[src/rtl/button_events_pkg.sv]
// Shared definitions for button event generation: FSM encodings, default
// timing constants and the registered event bundle.
package button_events_pkg;

    typedef enum logic [1:0] {
        ST_IDLE  = 2'd0,
        ST_SHORT = 2'd1,
        ST_LONG  = 2'd2
    } state_t;

    // Default timer constants at 27 MHz, reused by other timers.
    localparam int ONE_SEC           = 27_000_000;
    localparam int QUARTER_SEC       = 6_750_000;
    localparam int DEFAULT_CNT_WIDTH = 25;

    typedef struct packed {
        logic press;
        logic rel;
        logic click;
        logic long_press;
        logic rpt;
    } events_t;

    // Terminal counter value for a period of `period` cycles; 0 for a disabled period.
    function automatic int last_count(input int period);
        return (period > 0) ? period - 1 : 0;
    endfunction

endpackage

[src/rtl/button_events_edge_detect.sv]
// Registers a level and flags rising/falling transitions against the
// registered copy. Reset loads the live level so no edge is seen on exit.
module button_events_edge_detect (
    input  logic i_clock,
    input  logic i_reset,
    input  logic i_level,
    output logic o_level,
    output logic o_rise,
    output logic o_fall
);

    logic r_level;

    always_ff @(posedge i_clock) begin
        if (i_reset) begin
            r_level <= i_level;
        end else begin
            r_level <= i_level;
        end
    end

    assign o_level = r_level;
    assign o_rise  = i_level & ~r_level;
    assign o_fall  = ~i_level & r_level;

endmodule

[src/rtl/button_events.sv]
// Turns a debounced button level into one-cycle press, release, click,
// long-press and auto-repeat pulses. All outputs are registered.
module button_events
    import button_events_pkg::*;
#(
    parameter bit ACTIVE_LOW    = 1'b0,
    parameter int LONG_DELAY    = ONE_SEC,
    parameter int REPEAT_PERIOD = QUARTER_SEC,
    parameter int CNT_WIDTH     = DEFAULT_CNT_WIDTH
) (
    input  logic i_clock,
    input  logic i_reset,
    input  logic i_clean,
    output logic o_held,
    output logic o_press,
    output logic o_release,
    output logic o_click,
    output logic o_long_press,
    output logic o_repeat
);

    localparam bit                   REPEAT_EN   = (REPEAT_PERIOD != 0);
    localparam logic [CNT_WIDTH-1:0] LONG_LAST   = CNT_WIDTH'(last_count(LONG_DELAY));
    localparam logic [CNT_WIDTH-1:0] REPEAT_LAST = CNT_WIDTH'(last_count(REPEAT_PERIOD));

    logic w_btn;
    logic w_prev;
    logic w_rise;
    logic w_fall;
    logic w_long_hit;
    logic w_repeat_hit;

    state_t               r_state;
    state_t               w_state_next;
    logic [CNT_WIDTH-1:0] r_count;
    logic [CNT_WIDTH-1:0] w_count_next;
    logic                 r_blocked;
    logic                 w_blocked_next;
    events_t              r_events;
    events_t              w_events_next;

    assign w_btn = i_clean ^ ACTIVE_LOW;

    button_events_edge_detect u_edge (
        .i_clock (i_clock),
        .i_reset (i_reset),
        .i_level (w_btn),
        .o_level (w_prev),
        .o_rise  (w_rise),
        .o_fall  (w_fall)
    );

    assign w_long_hit   = (r_count == LONG_LAST);
    assign w_repeat_hit = REPEAT_EN && (r_count == REPEAT_LAST);

    // A button held through reset stays blocked until it is let go once.
    always_ff @(posedge i_clock) begin
        if (i_reset) begin
            r_state   <= ST_IDLE;
            r_count   <= '0;
            r_blocked <= w_btn;
            r_events  <= '0;
        end else begin
            r_state   <= w_state_next;
            r_count   <= w_count_next;
            r_blocked <= w_blocked_next;
            r_events  <= w_events_next;
        end
    end

    always_comb begin
        w_state_next   = r_state;
        w_count_next   = r_count;
        w_blocked_next = r_blocked;
        case (r_state)
            ST_IDLE: begin
                w_count_next = '0;
                if (w_fall) begin
                    w_blocked_next = 1'b0;
                end
                if (w_rise && !r_blocked) begin
                    w_state_next = ST_SHORT;
                end
            end
            ST_SHORT: begin
                if (w_fall) begin
                    w_state_next = ST_IDLE;
                    w_count_next = '0;
                end else if (w_long_hit) begin
                    w_state_next = ST_LONG;
                    w_count_next = '0;
                end else begin
                    w_count_next = r_count + CNT_WIDTH'(1);
                end
            end
            ST_LONG: begin
                // With repeat disabled the counter parks at 0 instead of running free.
                if (w_fall) begin
                    w_state_next = ST_IDLE;
                    w_count_next = '0;
                end else if (!REPEAT_EN || w_repeat_hit) begin
                    w_count_next = '0;
                end else begin
                    w_count_next = r_count + CNT_WIDTH'(1);
                end
            end
            default: begin
                w_state_next = ST_IDLE;
                w_count_next = '0;
            end
        endcase
    end

    // A fall always beats a threshold reached in the same cycle.
    always_comb begin
        w_events_next = '0;
        case (r_state)
            ST_IDLE: begin
                w_events_next.press = w_rise && !r_blocked;
            end
            ST_SHORT: begin
                w_events_next.rel        = w_fall;
                w_events_next.click      = w_fall;
                w_events_next.long_press = !w_fall && w_long_hit;
            end
            ST_LONG: begin
                w_events_next.rel = w_fall;
                w_events_next.rpt = !w_fall && w_repeat_hit;
            end
            default: begin
                w_events_next = '0;
            end
        endcase
    end

    assign o_held       = w_prev;
    assign o_press      = r_events.press;
    assign o_release    = r_events.rel;
    assign o_click      = r_events.click;
    assign o_long_press = r_events.long_press;
    assign o_repeat     = r_events.rpt;

endmodule

[config.mk]
export PLATFORM = sky130hd
export DESIGN_NAME = button_events
export DESIGN_NICKNAME = d
export VERILOG_FILES = /design/src/rtl/button_events_pkg.sv /design/src/rtl/button_events_edge_detect.sv /design/src/rtl/button_events.sv
export SDC_FILE = /design/constraint.sdc
export NUM_CORES = 1
export LEC_CHECK = 0
export CAP_MARGIN = 30
export CORE_MARGIN = 3
export CORE_UTILIZATION = 39
export DETAILED_ROUTE_END_ITERATION = 10
export GPL_TIMING_DRIVEN = 0
export PLACE_DENSITY = 0.62
export SLEW_MARGIN = 20
export SYNTH_ARGS = -nofsm -noshare
export SYNTH_HDL_FRONTEND = slang
export SYNTH_HIERARCHICAL = 1
export SYNTH_SLANG_ARGS = --single-unit
[constraint.sdc]
create_clock -name i_clock -period 2.5 [get_ports i_clock]
set_input_delay 0.5 -clock i_clock [delete_from_list [all_inputs] [get_ports i_clock]]
set_output_delay 0.5 -clock i_clock [all_outputs]
set_load 0.02 [all_outputs]
### Yosys cells after proc, flatten, opt, wreduce, memory -nomap -nowiden

Index checks and enable logic that the tools add are counted.
Widths: inputs -> output; s select.

* register bits: 34
* bits of input ports: 3
* output and inout bits: 6
* word-level logic and storage cells: 53

* add/subtract/negate cells: 1
* eq/ne operators: 7
* multiplexer cells: 13
* bitwise operators: 8
* reduce and logical (&&, ||, !) cells: 15

Operator list (count)
* $mux 25: 4
* $pmux 25 s2: 1
* $add 25x1->25 const B: 1
* $eq 25x23->1 const B: 1
* $eq 25x25->1 const B: 1
* $reduce_or 2->1: 5
* $mux 2: 4
* $not 1->1: 6
* $pmux 2 s3: 1
* $ne 2x2->1 const B: 2
* $reduce_bool 2->1: 2
* $logic_and 1x1->1: 3
* $mux 1: 3
* $ne 3x3->1 const B: 1
* $reduce_and 3->1: 1
* $and 1x1->1: 2
* $eq 2x1->1 const B: 1
* $eq 2x2->1 const B: 1
* $logic_not 1->1: 2
* $logic_not 2->1: 1
* $reduce_and 2->1: 1

### Longest topological paths before layout

Gate-level depths: netlist (run 1).

* depth in word-level cells: 5
* depth in mapped cells: 6
* mapped depth without buffers: 6

### By module

Netlist (run 1), hierarchy kept.

Modules (own cells, without submodules)
* button_events: times used 1, cells an instance 197, area an instance 1841.8 µm², sequential area each 670.6 µm²
* button_events_edge_detect: times used 1, cells an instance 3, area an instance 35.0 µm², sequential area each 20.0 µm²

### Worst setup path before layout (run 1)

Ideal clock, no wire load.

* path kind: register to register
* start point: register r_count[0]
* end point: register r_count[20]
* arrival: 1975 ps
* slack: 439 ps
* cell stages (with the launch flop): 7
* buffers on the path: 1
* cells stage by stage: dfxtp_1 ha_1 nand4_2 or3_4 buf_6 or4_4 a221oi_2

* word-level cells in the longest chain between the ends: 4

Ends and longest elaborated chain
* start: declaration: RTL line button_events.sv:35 `logic [CNT_WIDTH-1:0] r_count;`
* start signal: assignment: RTL line button_events.sv:65 `r_count <= w_count_next;`
* $add 25x1->25 (tied with other cells): RTL line button_events.sv:93, button_events.sv:104
* $mux 25 (on tied branches): RTL line button_events.sv:101, button_events.sv:89
* $mux 25 (on tied branches): RTL line button_events.sv:98, button_events.sv:86
* $pmux 25 s2 *: RTL line button_events.sv:75 `case (r_state)`

Mark *: on every way between the ends. The rest lies on a longest branch, timed or not.
A chain may end at the register's enable or synchronous reset.

### Final worst setup path (run 1)

* start point: register r_count[0]
* end point: register r_count[16]

Same word-level chain as after synthesis.

==> run metrics, run 1 <==
Hold Crit Class register to register; DRT iter0 DRCs 70; post-synthesis compound-gate area fraction 19.5%; fmax 434 MHz; I/O Pins 9; Post-Syn Nets 207; internal power approximately 0.85 mW; Area Growth Syn to Fin 13.2%; average size of a mapped cell 9.38 sq um; most frequent cells in the layout 33 x dfxtp_1, 16 x a211oi_1, 11 x nand3_1; Num CTS Buffers 5; fillers roughly 450; CTS tree yes; post-synthesis cell area between 1500 and 2000 sq um; logic gate share of total power 17.7%; clock-pin slew on the worst setup and hold paths 0.07 ns; Post-Synth Simple-Gate Area ~29%; final clock skew 0.00444 ns; sw power roughly 0.35 mW; largest family of logic cells by synthesized area simple AND/OR/NAND/NOR gates; core region area 4500 sq um; commonest non-fill, non-tap cell in the layout dfxtp_1; #FFs+latches synth 34; DRC errors left 0; vias in the first global route ~1500; Clock Sinks 34; R2R cell count 7; sequential area share after synthesis 36.8%; worst slew pin tran 0.541 ns; Max Cap Viol 0; EDFF count, synth 1; status finished, final reports clean; worst reg2reg startpoint r_count[0]; xor-xnor portion of the synthesized cell area 6.07%; worst-path fanout max 10; die width 75.4 microns; Initial Util 41.7%; Antenna Cells 0; row count 24; Worst Hold End r_count[0]; Post-Synth Adder-Cell Area about 2.7%; fin crit period 2.30 ns; final WL approximately 4.3 mm; switching share of total power 29.6%; Netlist cell types 46; gr ovfl total 0; Peak VDD IR between 0.2 and 0.3 mV; H-tree levels 2; worst-skew pair later-pin latency 0.29 ns; Mapped Cells 200; Final setup violation count 0; Placed Cells 260; GRT Overall Usage between 10% and 20%; Min-Delay Path Depth 1; vias 1568; Synth Flop Type dfxtp_1; clock share of power 34.7%; internal reg-to-reg setup slack 0.20 ns; multi-input logic area 1090 sq um; hold_ws approximately 0.5 ns; Antenna Nets Post-Route 0; layout cells sized above 1 around 14%; crit path kind register to register; nets ~220; Pre-antenna DRT Iters 4; Die Span Y 75.4 microns; Hold Vio Cnt, Final 0; worst rel slew slack 63.6%; Layout Cells excl Fill 269; WP data arrival 2.45 ns; max-slew violations 0; P per Cell Area 565 nW/um^2; period utilisation layout 92.2%; antenna violations before repair 0; largest net degree at the start of global routing 11; global-route wire length before repair 7.20 mm; post-synthesis mux area share 0.533%; die area between 5000 and 6000 sq um; hold buffer count at cts 0; RSZ-0062 raised after global routing no; CTS max path bufs 2; Crit Reg-Reg Endpoint r_count[16]; sequential share of power between 40% and 50%; clk root buf clkbuf_8; Worst Path Required between 2 and 3 ns; detailed-route wire length per cell about 16 microns; sequential standard cell area 691 sq um; IO buf count 8; min-delay src r_count[0]; Pleak 0.590 nW; crit path launch type register; Worst setup EP type register; Yosys warning total 6; hpwl dp 3.05 mm; Post-synth ARST share 0%; gpl congestion 0.819; drt via density between 5 and 6
-- worst max path at each step --
stage          startpoint           to  slack, ns  depth (start not counted)
2_1_floorplan  r_count[0]  r_count[20]       0.44                          6
3_3_place_gp      i_clean  r_count[16]      -0.01                          6
3_5_place_dp      i_clean  r_count[16]      -0.03                          6
4_1_cts        r_count[0]  r_count[16]       0.10                          6
5_1_grt        r_count[0]   r_count[9]       0.02                          6
6_report       r_count[0]  r_count[16]       0.20                          7
-- registers in the layout (all words and copies together) (netlist names) --
signal          flops
o_click             1
o_repeat            1
o_long_press        1
r_count            25
r_state             2
r_blocked           1
o_press             1
u_edge/o_level      1
o_release           1
-- metal layers --
metal	global-route usage [%]	routed length [microns]	share of wire, %	vias to the layer above
met3	3.56	123	2.9	7
met5	0	0	0	-
met2	24.4	1870	43	19
met1	24.2	2240	52	744
met4	6.99	78	1.8	0
li1	-	-	-	798
-- area by class of cell --
type                       count  area share, %
multi-input combinational    146           51.2
sequential                    34           32.5
timing repair buffer          10           4.48
clock buffer                   7           4.06
buffer                        13           3.42
tap                           52           3.06
inverter                       7           1.24
-- kinds of logic after synthesis --
logic type	count (synthesis)
AOI/OAI and AO/OA	41
xor gates and xnor gates	13
adders and majority gates	4
buffers and inverters	20
DFF	34
muxes	1
and+or+nand+nor	87
-- per-stage QoR --
step,power (mW),cell area [sq um],utilization [%],TNS (ns),worst slack [ns]
2_1_floorplan,0.731,1880,-,0,0.439
6_report,1.20,2120,47.2,0,0.195
3_3_place_gp,0.790,2020,44.9,-0.0126,-0.0126
4_1_cts,1.21,2110,46.8,0,0.101
5_1_grt,1.25,2120,47.2,0,0.0172
3_5_place_dp,0.794,2020,44.9,-0.0345,-0.0345
-- critical path, stage by stage (launching register included) --
cell and delay, ns:
dfxtp_1 0.40, ha_1 0.24, nand3_1 0.17, or4_1 0.51
o41ai_4 0.33, buf_4 0.21, buf_4 0.20, a221oi_1 0.10
-- power by group through the flow --
stage	combinational (mW)	clock, mW	sequential [mW]
floorplan	0.148	0	0.583
global placement	0.208	0	0.582
detailed placement	0.211	0	0.583
CTS	0.213	0.426	0.570
global route	0.235	0.441	0.572
finish	0.213	0.417	0.570
-- synth_stat cells (2+ instances only) --
cell type   n  area [sq um]
a211oi_1   16           120
a221oi_1    5          43.8
a221oi_2    6          90.1
and2_1      3          18.8
and4_1      2          17.5
buf_1       2          7.51
buf_2       2          10.0
buf_6       2          22.5
clkbuf_1    5          18.8
dfxtp_1    33           661
ha_1        4          50.1
inv_1       7          26.3
nand2_1    10          37.5
nand2b_1    7          43.8
nand3_1    11          55.1
nand4_1     7          43.8
nand4_2     2          25.0
nor2_1      6          22.5
nor2b_1     4          25.0
nor3_1      4          20.0
nor4_1      9          56.3
o21ai_0     5          25.0
o31ai_1     4          30.0
or3_1       5          31.3
or3b_1      2          17.5
or4_1       4          30.0
or4_4       3          33.8
xnor2_1    10          87.6
xor2_1      3          26.3
-- what timing repair did --
item / CTS / global route
gates resized for setup: 0 / 1
setup endpoints to repair: 0 / 20
setup buffers: 0 / 2
Note: power is estimated with default switching activity, not from simulation.
==> run 2: changes to the inputs <==
--- a/config.mk
+++ b/config.mk
@@ -9,6 +9,7 @@
 export CORE_MARGIN = 3
 export CORE_UTILIZATION = 39
 export DETAILED_ROUTE_END_ITERATION = 10
+export GPL_ROUTABILITY_DRIVEN = 1
 export GPL_TIMING_DRIVEN = 0
 export PLACE_DENSITY = 0.62
 export SLEW_MARGIN = 20
==> results of run 2 <==
Same layout as run 1: the final DEF is identical, and so are final timing and power.
==> run 3: changes to the inputs <==
--- a/config.mk
+++ b/config.mk
@@ -7,11 +7,12 @@
 export LEC_CHECK = 0
 export CAP_MARGIN = 30
 export CORE_MARGIN = 3
-export CORE_UTILIZATION = 39
+export CORE_UTILIZATION = 33
 export DETAILED_ROUTE_END_ITERATION = 10
 export GPL_ROUTABILITY_DRIVEN = 1
 export GPL_TIMING_DRIVEN = 0
-export PLACE_DENSITY = 0.62
+export PLACE_DENSITY_LB_ADDON = 0.25
+export SKIP_CTS_REPAIR_TIMING = 1
 export SLEW_MARGIN = 20
 export SYNTH_ARGS = -nofsm -noshare
 export SYNTH_HDL_FRONTEND = slang
==> run metrics, run 3 (same netlist as run 1, synthesis figures left out) <==
status finished, final reports clean; Peak VDD IR 0.252 mV; Max Cap Viol 0; final WL 4.19 mm; Area Growth Syn to Fin 13.9%; top flop regs r_count (25), r_state (2); Final setup violation count 0; detailed-route wire length per cell 14.6 microns; critical path's largest stage delay ~0.52 ns; DRC errors left 0; core region area between 5000 and 6000 sq um; Slowest cell on crit path o41ai_4; I/O Pins 9; DRT iter0 DRCs 140; IO buf count 8; global-route wire length before repair between 7 and 8 mm; crit path launch type register; Initial Util 35.4%; fmax about 420 MHz; CTS max path bufs 2; Pre-antenna DRT Iters 4; vias 1579; fin crit period 2.38 ns; period utilisation layout 95.3%; crit-path cells ha_1 -> nand3_1 -> or4_1 -> o41ai_4 -> buf_2 -> a211oi_1; GRT Overall Usage 14.4%; max-slew violations 0; layout cells sized above 1 13.4%; Layout Cells excl Fill 286; worst-path fanout max 10; Antenna Cells 0; Worst setup EP type register; clock-pin slew on the worst setup and hold paths 0.07 ns; worst slew pin tran 0.589 ns; most flop-heavy register r_count; Hold Vio Cnt, Final 0; Pwr Total 1.21 mW; Pleak ~0.6 nW; CTS tree yes; setup total negative slack 0 ns; die width 81.4 microns; die area 6630 sq um; clk root buf clkbuf_8; Antenna Nets Post-Route 0; row count 26; Placed Cells 278; gpl congestion approximately 0.83; crit path kind register to register; H-tree levels 2; gr ovfl total 0; max reg flops 25; Worst Path Required 2.65 ns; Num CTS Buffers 5; most frequent cells in the layout 33 x dfxtp_1, 16 x a211oi_1, 11 x nand3_1; internal reg-to-reg setup slack 0.12 ns; pre-CTS setup slack -0.0149 ns; nets 222; WP data arrival ~2.5 ns; commonest non-fill, non-tap cell in the layout dfxtp_1; P per Cell Area 564 nW/um^2; hpwl dp 2.96 mm; Die Span Y 81.4 microns; worst rel slew slack between 60% and 70%; drt via density around 5.5; final clock skew 0.00612 ns; final worst slack 0.118 ns; Hold Crit Class register to register; RSZ-0062 raised after global routing no; worst-skew pair later-pin latency 0.28 ns; Clock Sinks 34; antenna violations before repair 0; vias in the first global route 1517; largest net degree at the start of global routing 11
run 3: metal layers:
layer,share of wire (%),track usage (%),up-vias,routed length (microns)
met1,53,21.4,757,2210
met4,0.64,3.72,0,27
met3,2.5,3.29,5,105
met2,44,20.8,18,1840
li1,-,-,799,-
met5,0,0,-,0
run 3: power by group:
| group | switching (mW) | internal (mW) |
|---|---|---|
| Sequential | 0.0101 | 0.559 |
| Clock | 0.203 | 0.222 |
| Combinational | 0.145 | 0.0672 |
| Total | 0.358 | 0.848 |
run 3: worst max-delay path: cells and delay by family (launching register included):
family | cells | cell delay [ns]
DFF | 1 | 0.39
AOI/OAI and AO/OA | 2 | 0.63
adders and majority gates | 1 | 0.24
buffers and inverters | 1 | 0.34
and+or+nand+nor | 2 | 0.65
run 3: final cells by class:
cell class / instances / area (sq um)
Buffer: 13 / 72.6
Clock buffer: 7 / 86.3
Clock inverter: 1 / 5.00
Fill cell: 529 / 3170
Inverter: 7 / 26.3
Multi-Input combinational cell: 146 / 1090
Sequential cell: 34 / 691
Tap cell: 70 / 87.6
Timing Repair Buffer: 8 / 80.1
run 3: final timing paths:
kind,from,end,cells after the start
hold / removal,r_count[0],r_count[0],1
hold reg to reg,r_count[0],r_count[0],1
setup reg to reg,r_count[0],r_count[12],6
setup / recovery,r_count[0],r_count[12],6
run 3: per-stage QoR:
stage               hold slack, ns  area [sq um]  utilization [%]
floorplan                    0.470          1880                -
global placement             0.501          2040             38.6
detailed placement           0.505          2040             38.6
CTS                          0.516          2140             40.3
global route                 0.531          2140             40.3
finish                       0.507          2140             40.3
